===== config.mk =====
export PLATFORM = sky130hd
export DESIGN_NAME = div_unit
export DESIGN_NICKNAME = d
export VERILOG_FILES = /design/src/rtl/div_unit.sv
export SDC_FILE = /design/constraint.sdc
export NUM_CORES = 1
export LEC_CHECK = 0
export ABC_AREA = 1
export CORE_AREA = 5 5 134 232
export CTS_CLUSTER_DIAMETER = 50
export DETAILED_ROUTE_END_ITERATION = 10
export DIE_AREA = 0 0 139 237
export HOLD_SLACK_MARGIN = 0.06
export PLACE_DENSITY = 0.71
export RECOVER_POWER = 50
export SYNTH_ARGS = -nofsm -noshare
export SYNTH_HDL_FRONTEND = slang
export SYNTH_SLANG_ARGS = --single-unit

===== constraint.sdc =====
create_clock -name clk -period 2.3 [get_ports clk]
set_input_delay 0.345 -clock clk [delete_from_list [all_inputs] [get_ports clk]]
set_output_delay 0.345 -clock clk [all_outputs]
set_load 0.05 [all_outputs]

===== src/rtl/div_unit.sv =====
// Iterative RV32M divider: restoring radix-2, one quotient bit per cycle.
// Handles DIV/DIVU/REM/REMU including the divide-by-zero and signed-overflow
// cases, which complete in a single cycle without entering the iteration.
module div_unit #(
  parameter int XLEN     = 32,
  parameter int ADDR_LEN = 5
) (
  input  logic                clk,
  input  logic                rst,
  input  logic                start,
  input  logic [1:0]          op,
  input  logic [XLEN-1:0]     rs1_d,
  input  logic [XLEN-1:0]     rs2_d,
  input  logic [ADDR_LEN-1:0] rd_in,
  output logic                busy,
  output logic                done,
  output logic [ADDR_LEN-1:0] rd,
  output logic [XLEN-1:0]     rd_d,
  output logic                reg_wr
);

  typedef enum logic [1:0] {
    S_IDLE = 2'd0,
    S_CALC = 2'd1,
    S_FIX  = 2'd2,
    S_DONE = 2'd3
  } state_t;

  localparam logic [XLEN-1:0] ZERO_C    = {XLEN{1'b0}};
  localparam logic [XLEN-1:0] ONES_C    = {XLEN{1'b1}};
  localparam logic [XLEN-1:0] INT_MIN_C = {1'b1, {(XLEN-1){1'b0}}};

  state_t                state_r, state_next_s;
  logic [4:0]            count_r;
  logic [1:0]            op_r;
  logic [XLEN-1:0]       quo_r;      // dividend bits shift out, quotient bits shift in
  logic [XLEN-1:0]       rem_r;      // partial remainder, always < divisor magnitude
  logic [XLEN-1:0]       div_r;      // divisor magnitude
  logic                  neg_q_r;
  logic                  neg_r_r;
  logic [ADDR_LEN-1:0]   rd_r;
  logic [XLEN-1:0]       rd_d_r;
  logic                  busy_r, done_r, reg_wr_r;

  logic                  signed_op_s, a_neg_s, b_neg_s;
  logic [XLEN-1:0]       a_mag_s, b_mag_s;
  logic                  special_s;
  logic [XLEN-1:0]       special_res_s;
  logic [XLEN:0]         rem_shift_s, diff_s;
  logic                  ge_s;
  logic [XLEN-1:0]       rem_step_s, quo_step_s;
  logic [XLEN-1:0]       q_fix_s, r_fix_s;
  logic                  accept_s;
  logic [ADDR_LEN-1:0]   rd_next_s;

  // Operand decode: sign handling, magnitudes and the single-cycle special cases
  always_comb begin
    signed_op_s   = ~op[0];
    a_neg_s       = signed_op_s & rs1_d[XLEN-1];
    b_neg_s       = signed_op_s & rs2_d[XLEN-1];
    a_mag_s       = a_neg_s ? (ZERO_C - rs1_d) : rs1_d;
    b_mag_s       = b_neg_s ? (ZERO_C - rs2_d) : rs2_d;
    special_s     = 1'b0;
    special_res_s = ZERO_C;
    if (rs2_d == ZERO_C) begin
      special_s     = 1'b1;
      special_res_s = op[1] ? rs1_d : ONES_C;
    end else if (signed_op_s && (rs1_d == INT_MIN_C) && (rs2_d == ONES_C)) begin
      special_s     = 1'b1;
      special_res_s = op[1] ? ZERO_C : INT_MIN_C;
    end else begin
      special_s     = 1'b0;
      special_res_s = ZERO_C;
    end
  end

  // One restoring step plus the final sign fix-up of quotient and remainder
  always_comb begin
    rem_shift_s = {rem_r, quo_r[XLEN-1]};
    diff_s      = rem_shift_s - {1'b0, div_r};
    ge_s        = ~diff_s[XLEN];
    rem_step_s  = ge_s ? diff_s[XLEN-1:0] : rem_shift_s[XLEN-1:0];
    quo_step_s  = {quo_r[XLEN-2:0], ge_s};
    q_fix_s     = neg_q_r ? (ZERO_C - quo_r) : quo_r;
    r_fix_s     = neg_r_r ? (ZERO_C - rem_r) : rem_r;
  end

  // Next-state logic; start is only honoured in IDLE
  always_comb begin
    state_next_s = state_r;
    accept_s     = 1'b0;
    rd_next_s    = rd_r;
    case (state_r)
      S_IDLE: begin
        if (start) begin
          accept_s     = 1'b1;
          rd_next_s    = rd_in;
          state_next_s = special_s ? S_DONE : S_CALC;
        end else begin
          state_next_s = S_IDLE;
        end
      end
      S_CALC: begin
        if (count_r == 5'd31) begin
          state_next_s = S_FIX;
        end else begin
          state_next_s = S_CALC;
        end
      end
      S_FIX:   state_next_s = S_DONE;
      S_DONE:  state_next_s = S_IDLE;
      default: state_next_s = S_IDLE;
    endcase
  end

  // State register
  always_ff @(posedge clk) begin
    if (rst) begin
      state_r <= S_IDLE;
    end else begin
      state_r <= state_next_s;
    end
  end

  // Datapath: latch operands on accept, iterate in CALC, select result in FIX
  always_ff @(posedge clk) begin
    if (rst) begin
      count_r <= 5'd0;
      op_r    <= 2'd0;
      quo_r   <= ZERO_C;
      rem_r   <= ZERO_C;
      div_r   <= ZERO_C;
      neg_q_r <= 1'b0;
      neg_r_r <= 1'b0;
      rd_r    <= {ADDR_LEN{1'b0}};
      rd_d_r  <= ZERO_C;
    end else begin
      case (state_r)
        S_IDLE: begin
          if (accept_s) begin
            count_r <= 5'd0;
            op_r    <= op;
            quo_r   <= a_mag_s;
            rem_r   <= ZERO_C;
            div_r   <= b_mag_s;
            neg_q_r <= a_neg_s ^ b_neg_s;
            neg_r_r <= a_neg_s;
            rd_r    <= rd_in;
            if (special_s) begin
              rd_d_r <= special_res_s;
            end
          end
        end
        S_CALC: begin
          rem_r   <= rem_step_s;
          quo_r   <= quo_step_s;
          count_r <= count_r + 5'd1;
        end
        S_FIX: begin
          rd_d_r <= op_r[1] ? r_fix_s : q_fix_s;
        end
        S_DONE: begin
          rd_d_r <= rd_d_r;
        end
        default: begin
          count_r <= 5'd0;
        end
      endcase
    end
  end

  // Registered status outputs, derived from the state being entered
  always_ff @(posedge clk) begin
    if (rst) begin
      busy_r   <= 1'b0;
      done_r   <= 1'b0;
      reg_wr_r <= 1'b0;
    end else begin
      busy_r   <= (state_next_s != S_IDLE);
      done_r   <= (state_next_s == S_DONE);
      reg_wr_r <= (state_next_s == S_DONE) && (rd_next_s != {ADDR_LEN{1'b0}});
    end
  end

  assign busy   = busy_r;
  assign done   = done_r;
  assign reg_wr = reg_wr_r;
  assign rd     = rd_r;
  assign rd_d   = rd_d_r;

endmodule


-- Yosys cells after proc, flatten, opt, wreduce, memory -nomap -nowiden
Index checks and enable logic that the tools add are counted.
W data, S select, Z words.
- word-level logic and storage cells: 74
- output and inout bits: 40
- register bits after elaboration: 147
- reductions and logical operators: 12
- equality and inequality tests: 9
- bitwise logic cells: 5
- muxes and demuxes: 29
- add/sub/neg operators: 6
- operators by type and width (kind ; number):
    $mux W32 ; 14
    $pmux W32 S2 ; 3
    $sub A1 B32 Y32 const A ; 4
    $eq A32 B32 Y1 const B ; 2
    $sub A33 B32 Y33 ; 1
    $logic_not A32 Y1 ; 1
    $mux W5 ; 3
    $pmux W5 S2 ; 1
    $pmux W2 S4 ; 1
    $eq A2 B2 Y1 const B ; 3
    $mux W2 ; 3
    $reduce_bool A2 Y1 ; 3
    $add A5 B1 Y5 const B ; 1
    $eq A5 B5 Y1 const B ; 1
    $reduce_bool A5 Y1 ; 1
    $mux W1 ; 4
    $ne A2 B2 Y1 const B ; 2
    $reduce_and A2 Y1 ; 2
    $logic_and A1 B1 Y1 ; 3
    $reduce_and A3 Y1 ; 1
    $and A1 B1 Y1 ; 2
    $eq A2 B1 Y1 const B ; 1
    $logic_not A2 Y1 ; 1
    $not A1 Y1 ; 2
    $xor A1 B1 Y1 ; 1

-- Depth between registers and ports, before layout
Gate-level depths: netlist of the first run.
- word-level depth: 10
- depth in mapped cells: 18
- depth with buffers taken out: 17

-- Least setup slack after synthesis of the first run
Ideal clock, no wire load.
- path type: register to register
- from: reg quo_r[31]
- to: reg rem_r[10]
- stages on the path, launching flop included: 19
- slack: 0.020 ns
- clock period less this slack: 2.280 ns
- buffers on the path: 1
- setup time: 0.132 ns
- arrival: 2.148 ns
- required time: 2.168 ns
- cell sequence: dfxtp_1 -> inv_1 -> ha_1 -> fa_1 -> inv_1 -> nand2_1 -> nand2_1 -> nand3_1 -> nand2_1 -> nand2_1 -> nand2_1 -> nand2_2 -> nand2_1 -> nand2_4 -> nand2_4 -> buf_6 -> nand2_1 -> nand3_1 -> a21oi_1
- word-level cells in the longest chain between the ends: 3
- RTL lines (what ; RTL line ; text):
    start, declared ; 36 ; logic [XLEN-1:0] quo_r;
    start signal, assigned ; 143 ; quo_r <= a_mag_s;
    start signal, assigned ; 156 ; quo_r <= quo_step_s;
    $sub A33 B32 Y33 ; 80 ; diff_s = rem_shift_s - {1'b0, div_r};
    $mux W32 ; 82 ; rem_step_s = ge_s ? diff_s[XLEN-1:0] : rem_shift_s[XLEN-1:0];
    $pmux W32 S2 ; 138 ; case (state_r)
    end signal, assigned ; 155 ; rem_r <= rem_step_s;
    end, declared ; 37 ; logic [XLEN-1:0] rem_r;
No other way between the ends.
A chain may end at the register's enable or synchronous reset.

-- Final worst setup path of the first run
- from: reg div_r[18]
- to: reg rem_r[13]
- word-level cells in the longest chain between the ends: 3
- RTL lines (what ; RTL line ; text):
    start, declared ; 38 ; logic [XLEN-1:0] div_r;
    start signal, assigned ; 145 ; div_r <= b_mag_s;
    $sub A33 B32 Y33 ; 80 ;
    $mux W32 ; 82 ;
    $pmux W32 S2 ; 138 ;
No other way between the ends.

==> flow_summary.toml, run 1 <==
[synth]
synthSimpleGateAreaFrac_pct = 42.5
synthesis.area_mm2 = 0.0129
yosys.area_share.adder_pct = 3.94
synth_nets = 2407
synth-seq-cells = 146
synth_edf_count = 0
avgSynthCellArea_um2 = 5.62
synth_xor_area_share_pct = 2.79
synth_top_flop_cell = "dfxtp_1"
seq_area_frac_synth_pct = 22.7
synth_top_family_by_area = "simple AND/OR/NAND/NOR gates"
syn_inst = 2293
synth_mux_area_share_pct = 0.388
ys_types = 45
yosys_warnings = 0
synth_compound_area_share_pct = 15.6
synth-async-reset-ratio_pct = 0

[detailed_routing]
drc = 0
wl_per_cell_um = 19.5
ant_nets = 0
routed_wl_um = 60300
drt_pass1_iterations = 6
vias = 16883
drtIter0Drc = 1109
viasPerCell = 5.46

[pwr]
leakage_nw = 8.99
irDropWorstVdd_uv = 739
powerDensity_mw_per_mm2 = 1150

[finish]
fillCellCount = 2830
antenna_cells = 0
drive_gt1_share_pct = 19.6
final_cell_mix = "nand2_1 (643), buf_4 (333), inv_1 (299)"
nNetsFinal = 2811
syn_to_final_growth_pct = 41.0
mostFrequentLayoutCell = "nand2_1"

[clocking]
root_buffer = "clkbuf_16"
cts_htree_levels = 4
cts-buffers-inserted = 17
cts_tree = "yes"
cts_hold_buf = 0
clk_path_buf_depth = 2
clock_latency_ns = 0.45
clock_sinks = 146
clk_pin_slew_ns = 0.07

[timing]
grt_setup_unrepaired = "yes"
layout_setup_ws_ns = -0.0186
slew_violations = 0
hold_violations = 0
finClkSkew_ns = 0.0124
worst_hold_slack_ns = 0.243
fin_crit_sh_pct = 101
max_freq_mhz = 431
setup_viol = 3
worstMarginPinSlew_ns = 0.938
slew_headroom_pct = 37.4
fin_crit_ns = 2.32

[place]
gp_congestion = 1.01
io_buffer_count = 113
hpwlAfterDp_um = 48800
dp_worst_setup_slack_ns = -0.348

[worst_setup_path]
r2r-start = "div_r[18]"
cp_max_fo = 7
startpoint_type = "register"
worstPathRequired_ns = 2.60
critical_path_class = "register to register"
critical_path.startpoint = "div_r[18]"
cp-end-kind = "register"
cp.arrival_ns = 2.62

[floorplanning]
start_util_pct = 44.3
die_h_um = 237
io_pins = 114
core_area_mm2 = 0.0291
die_w_um = 139
rows = 83
die_area_mm2 = 0.0329

[grt]
use_met2_pct = 64.2
overflow = 0
grt_max_degree = 47
grt.busiest_layer = "met2"
met3_usage_pct = 3.15
grtUsageTotal_pct = 34.9
grt_pass1_vias = 16324
antenna_found_initial = 0
grt_first_pass_wirelength_um = 89200
grt_util_met1_pct = 32.7

[flow_run]
cap_violations = 0

[outcome]
status = "finished with violations"
violations = "setup timing"

[min_path]
min-delay-start = "rst"
hp-class = "primary input to register"
## synthesized netlist by cell type, types with 19 or more instances
master    instances  area, µm²
nand4_1          33        206
nand3_1         261       1310
nor2_1          257        965
a21oi_1         152        761
xor2_1           23        201
o21ai_0         135        676
clkbuf_1         57        214
nand2_1         682       2560
a31oi_1          33        206
dfxtp_1         146       2920
nor3_1           19       95.1
ha_1             39        488
inv_1           311       1170
## worst max-delay path: stages, from the launching register on
cell and delay [ns]:
dfxtp_1 0.31, inv_1 0.10, ha_1 0.33, nand2_2 0.08
inv_1 0.04, nand2_1 0.06, nand2_1 0.06, nand2_1 0.09
nand2_2 0.08, a21oi_4 0.23, buf_4 0.16, nand3_4 0.12
nand2_8 0.14, clkbuf_16 0.16, nand2_2 0.07, nand3_2 0.07
a21oi_1 0.06
## path summary, 6_finish.rpt
check / cells after the start / endpoint / slack (ns)
max: 16 / rem_r[13] / -0.02
min: 2 / rd[3] / 0.24
max reg2reg: 16 / rem_r[13] / -0.02
min reg2reg: 2 / rd_d[6] / 0.46
## repair_timing
item | CTS | global route
gates resized for setup | 23 | 124
setup endpoints to repair | 33 | 58
gates cloned | 0 | 2
pin swaps | 7 | 29
setup buffers | 3 | 5
## layer usage
metal	share of wire [%]	wire length [µm]
met1	34	20200
met2	51	30700
met3	3.5	2100
met4	12	7240
met5	0	0
## sequential cells by signal (all words and copies together), names as in the netlist
signal,count
busy,1
count_r,5
div_r,32
done,1
neg_q_r,1
neg_r_r,1
op_r,1
quo_r,32
rd,5
rd_d,32
reg_wr,1
rem_r,32
state_r,2
## through the flow
stage          cell area [µm²]  setup TNS (ns)  total power, W  utilization [%]  cells
2_1_floorplan            12900               0          0.0107                -   2293
3_3_place_gp             16800          -13.13          0.0156             57.9   3050
3_5_place_dp             16800          -17.35          0.0157             57.9   3050
4_1_cts                  17600               0          0.0192             60.5   3085
5_1_grt                  18200           -2.25          0.0223             62.5   3092
6_report                 18200         -0.0296          0.0209             62.5   3092
## kinds of logic after synthesis
family / Yosys count
adder cells (fa/ha/maj): 40
XOR/XNOR: 41
flip-flops: 146
AND/OR/NAND/NOR: 1296
AO/OA/AOI/OAI: 368
multiplexers: 5
buffers and inverters: 397
## area by class of cell
class	instances	area [µm²]	area share [%]
clock inverter	14	224	1.23
multi-input combinational	1750	9020	49.6
sequential	146	2930	16.1
tap	382	478	2.63
inverter	314	1180	6.50
timing repair buffer	468	3910	21.5
clock buffer	18	439	2.42
## where the power goes
group	internal (W)	switching, W	total (W)
Clock	0.00197	0.00122	0.00319
Combinational	0.00595	0.00854	0.0145
Sequential	0.00285	0.000361	0.00321
Note: power is estimated with default switching activity, not from simulation.
==> run 2: changes to the inputs <==
- REMOVE_ABC_BUFFERS: not set -> 1
==> run 2 against run 1 <==
Against the previous run: the run still ends with setup timing left; maximum frequency shrank 2.3%; routed wire length fell by 9.7%; core utilization shrank 1.3 points; combinational power about the same; non-clock buffer count shrank 43; sequential share of layout area up 0.34 points; final cell count is 1.4% lower; clock power fell by 15%; critical path type unchanged.
==> flow_summary.toml, run 2 (synthesis gave the netlist of run 1 again) <==
[floorplanning]
rows = 83
die_w_um = 139
die_h_um = 237
io_pins = 114
die_area_mm2 = 0.0329
core_area_mm2 = 0.0291
start_util_pct = 44.3

[grt]
overflow = 0
grt_pass1_vias = 16140
grt_max_degree = 102
grtUsageTotal_pct = 31.6
antenna_found_initial = 0
grt_first_pass_wirelength_um = 83300

[finish]
syn_to_final_growth_pct = 38.0
final_cell_mix = "nand2_1 (649), inv_1 (309), buf_4 (283)"
nNetsFinal = 2768
fin_util_pct = 61.2
mostFrequentLayoutCell = "nand2_1"
finalNonFillerCells = 3048
drive_gt1_share_pct = 18.0
antenna_cells = 0
stdcell_area_mm2 = 0.0178
fillCellCount = 2937

[worst_setup_path]
crit_slowest_cell = "fa_2"
worstPathBufferInverterCount = 3
cpMostUsedCell = "nand2_2"
startpoint_type = "register"
critical_path_class = "register to register"
crit_chain = "inv_2 > ha_4 > fa_2 > inv_2 > nand2_2 > nand2_2 > nand3_2 > nand2_2 > nand2_2 > nand2_4 > nand2_4 > nand2_4 > nand2_8 > nand2_8 > clkbuf_16 > nand2_1 > nand3_1 > a21oi_1"
cpPeakStageDelay_ns = 0.35
cp-end-kind = "register"
ff2ff_setup_slack_ns = -0.07
cp_top_family = "simple AND/OR/NAND/NOR gates"
cp_max_fo = 6
r2r-end = "rem_r[17]"
worstPathRequired_ns = 2.61
cp.arrival_ns = 2.68
ff2ff_path_depth = 18
critical_path.startpoint = "quo_r[31]"
r2r-start = "quo_r[31]"

[clocking]
clock_sinks = 146
cts_tree = "yes"
clk_path_buf_depth = 2
root_buffer = "clkbuf_16"
cts_hold_buf = 0
cts_htree_levels = 4
clk_pin_slew_ns = 0.07
clock_latency_ns = 0.46
cts-buffers-inserted = 17

[pwr]
powerDensity_mw_per_mm2 = 1130
p_comb_share_pct = 70.7
clkPwrFrac_pct = 13.5
p_seq_share_pct = 15.8
power_switching_w = 0.0102
irDropWorstVdd_uv = 803
leakage_nw = 8.73
p_int_w = 0.00985
power_switching_share_pct = 50.9

[min_path]
min_path_cells = 3
hold_end = "rd[0]"
hp-class = "primary input to register"
min-delay-start = "rst"

[outcome]
violations = "setup timing"
status = "finished with violations"

[detailed_routing]
vias = 16349
drt_pass1_iterations = 6
drtIter0Drc = 1062
ant_nets = 0
drc = 0
routed_wl_um = 54400
wl_per_cell_um = 17.9
viasPerCell = 5.36

[timing]
grt_setup_unrepaired = "yes"
finClkSkew_ns = 0.0119
max_freq_mhz = 421
worstMarginPinSlew_ns = 1.13
slew_violations = 0
hold_violations = 0
slew_headroom_pct = 24.8
fin_crit_ns = 2.37
setup_viol = 18
fin_crit_sh_pct = 103
layout_setup_ws_ns = -0.0740

[place]
io_buffer_count = 113
gp_congestion = 1.00
hpwlAfterDp_um = 43600
place_area_mm2 = 0.0166
dp_cells = 3011

[flow_run]
cap_violations = 0
[run 2: what timing repair did]
item | in CTS | in global routing
setup buffers | 1 | 2
endpoints found under the setup margin | 33 | 59
endpoints found under the hold margin | 0 | 0
gates cloned | 0 | 3
pin swaps | 7 | 28
resized for setup | 36 | 101
[run 2: layout make-up]
type	count	area, µm²	area share, %
multi-input combinational	1750	8980	50.5
timing repair buffer	425	3670	20.6
sequential	146	2930	16.4
inverter	314	1180	6.65
tap	382	478	2.69
clock buffer	17	425	2.39
clock inverter	14	124	0.696
[run 2: routing by layer]
| layer | GRT usage [%] | up-vias | wire length, µm |
|---|---|---|---|
| li1 | - | 8134 | - |
| met4 | 26.0 | 0 | 5170 |
| met1 | 30.7 | 7403 | 18700 |
| met3 | 4.08 | 227 | 2180 |
| met5 | 0 | - | 0 |
| met2 | 58.8 | 585 | 28400 |
[run 2: worst min-delay path, cell delays in order]
cell and delay [ns]:
buf_4 0.12, buf_12 0.23, nor2_1 0.14
[run 2: stage by stage]
step	hold WS (ns)	TNS [ns]	setup slack (ns)	total power [W]
floorplan	0.414	-183.57	-2.82	0.0104
global placement	0.452	-15.55	-0.342	0.0153
detailed placement	0.460	-20.62	-0.375	0.0155
CTS	0.408	-0.00827	-0.00459	0.0186
global route	0.464	-3.14	-0.152	0.0215
finish	0.426	-0.304	-0.0740	0.0200
[run 2: how the worst max path moves through the flow]
| stage | end | slack, ns | cells past startpoint |
|---|---|---|---|
| 6_report | rem_r[17] | -0.07 | 18 |
| 5_1_grt | rem_r[17] | -0.15 | 15 |
| 2_1_floorplan | quo_r[31] | -2.82 | 6 |
| 4_1_cts | rem_r[31] | -0.005 | 16 |
| 3_5_place_dp | rd_d[30] | -0.38 | 14 |
| 3_3_place_gp | rd_d[29] | -0.34 | 14 |
[run 2: power by group through the flow]
stage / logic [W] / clock network [W] / registers [W]
final: 0.0142 / 0.00271 / 0.00317
after global routing: 0.0155 / 0.00283 / 0.00319
after CTS: 0.0127 / 0.00273 / 0.00312
after detailed placement: 0.0123 / 0 / 0.00317
after global placement: 0.0122 / 0 / 0.00316
after floorplan: 0.00716 / 0 / 0.00327
==> run 3: changes to the inputs <==
--- a/constraint.sdc
+++ b/constraint.sdc
@@ -3,2 +3,2 @@
 set_output_delay 0.345 -clock clk [all_outputs]
-set_load 0.05 [all_outputs]
+set_load 0.01 [all_outputs]
==> run 3 against run 2 <==
Against the previous run: the run still ends with setup timing left; sequential power hardly changed; clock skew hardly changed; power is 0.49% lower; combinational power hardly changed; register-to-register slack hardly changed; die area stayed put; final cell count stayed put; cell area hardly changed; flip-flop and latch count stayed put; largest cell class unchanged; highest routed layer unchanged.
==> flow_summary.toml, run 3 (synthesis gave the netlist of run 1 again) <==
[clocking]
clock_sinks = 146
cts_htree_levels = 4
clk_pin_slew_ns = 0.07
cts-buffers-inserted = 17
root_buffer = "clkbuf_16"
clk_path_buf_depth = 2
cts_tree = "yes"
clock_latency_ns = 0.46
cts_hold_buf = 0

[worst_setup_path]
crit_slowest_cell = "fa_2"
crit_cells = 18
r2r-end = "rem_r[17]"
ff2ff_setup_slack_ns = -0.07
cpPeakStageDelay_ns = 0.36
crit_chain = "inv_2 > ha_4 > fa_2 > inv_2 > nand2_2 > nand2_2 > nand3_2 > nand2_2 > nand2_2 > nand2_4 > nand2_4 > nand2_4 > nand2_8 > nand2_8 > clkbuf_16 > nand2_1 > nand3_1 > a21oi_1"
endpoint = "rem_r[17]"
critical_path.startpoint = "quo_r[31]"
critical_path_class = "register to register"
worstPathRequired_ns = 2.61
cp_max_fo = 6
startpoint_type = "register"
cp-end-kind = "register"
cpMostUsedCell = "nand2_2"
cp_top_family = "simple AND/OR/NAND/NOR gates"
worstPathBufferInverterCount = 3
r2r-start = "quo_r[31]"
cp.arrival_ns = 2.68
ff2ff_path_depth = 18

[finish]
stdcell_area_mm2 = 0.0178
final_cell_mix = "nand2_1 (649), inv_1 (309), buf_4 (286)"
nNetsFinal = 2768
regArea_mm2 = 0.00293
fillCellCount = 2934
mostFrequentLayoutCell = "nand2_1"
syn_to_final_growth_pct = 38.1
multiInputGateArea_mm2 = 0.00899
antenna_cells = 0
drive_gt1_share_pct = 18.0

[grt]
grt_pass1_vias = 16140
grt_max_degree = 102
overflow = 0
grtUsageTotal_pct = 31.6
grt_first_pass_wirelength_um = 83300
antenna_found_initial = 0

[timing]
worstMarginPinSlew_ns = 1.11
grt_setup_unrepaired = "yes"
worst_hold_slack_ns = 0.425
layout_setup_ws_ns = -0.0721
fin_crit_ns = 2.37
fin_tns_setup_ns = -0.313
setup_viol = 18
max_freq_mhz = 422
slew_headroom_pct = 26.3
finClkSkew_ns = 0.0116
fin_crit_sh_pct = 103
slew_violations = 0
hold_violations = 0

[place]
dp_worst_setup_slack_ns = -0.375
io_buffer_count = 113
hpwlAfterDp_um = 43600
place_area_mm2 = 0.0166
gp_congestion = 1.00

[pwr]
leakage_nw = 8.77
irDropWorstVdd_uv = 804
powerDensity_mw_per_mm2 = 1120

[floorplanning]
die_area_mm2 = 0.0329
die_w_um = 139
io_pins = 114
core_area_mm2 = 0.0291
die_h_um = 237
start_util_pct = 44.3
rows = 83

[outcome]
violations = "setup timing"
status = "finished with violations"

[min_path]
hp-class = "primary input to register"

[flow_run]
cap_violations = 0

[detailed_routing]
vias = 16373
viasPerCell = 5.37
drc = 0
ant_nets = 0
drt_pass1_iterations = 6
wl_per_cell_um = 17.9
drtIter0Drc = 1072
routed_wl_um = 54400
[run 3: layer usage]
layer  GRT usage, %  share of wire [%]  up-vias
met5              0                  0        -
met4           26.0                9.6        0
met3           4.08                3.8      223
met2           58.8                 52      572
met1           30.7                 35     7445
li1               -                  -     8133
[run 3: metrics by stage]
step | total power, W | cells | util, %
5_1_grt | 0.0215 | 3048 | 61.2
4_1_cts | 0.0185 | 3043 | 59.3
3_5_place_dp | 0.0154 | 3011 | 57.0
2_1_floorplan | 0.0103 | 2210 | -
6_report | 0.0199 | 3048 | 61.2
3_3_place_gp | 0.0153 | 3011 | 57.0
[run 3: final cells by class]
class | instances | share of cell area (%)
Tap cell | 382 | 2.69
Multi-Input combinational cell | 1750 | 50.5
Sequential cell | 146 | 16.4
Timing Repair Buffer | 425 | 20.6
Inverter | 314 | 6.65
Clock buffer | 17 | 2.39
Clock inverter | 14 | 0.696
[run 3: how the worst min path moves through the flow]
stage | end | from | cells after the start | slack (ns)
3_3_place_gp | count_r[4] | count_r[4] | 2 | 0.45
5_1_grt | rd_d[6] | rst | 3 | 0.46
2_1_floorplan | count_r[1] | rst | 1 | 0.41
4_1_cts | rd[0] | rst | 3 | 0.41
3_5_place_dp | rd_d[6] | rd_d[6] | 2 | 0.46
6_report | rd[0] | rst | 3 | 0.43
[run 3: timing repair]
item | 4_1_cts | 5_1_grt
setup buffers | 1 | 2
pin swaps | 7 | 28
gates cloned | 0 | 3
resized for setup | 36 | 101
setup endpoints to repair | 33 | 59
[run 3: power breakdown]
| part | internal (W) | switching [W] | total, W |
|---|---|---|---|
| combinational | 0.00558 | 0.00849 | 0.0141 |
| sequential | 0.00285 | 0.000317 | 0.00317 |
| clock | 0.00141 | 0.00129 | 0.00270 |
[run 3: tightest hold or removal path: cells and delay by family]
kind          cells  cell delay, ns
buf+inv           2            0.35
simple gates      1            0.14
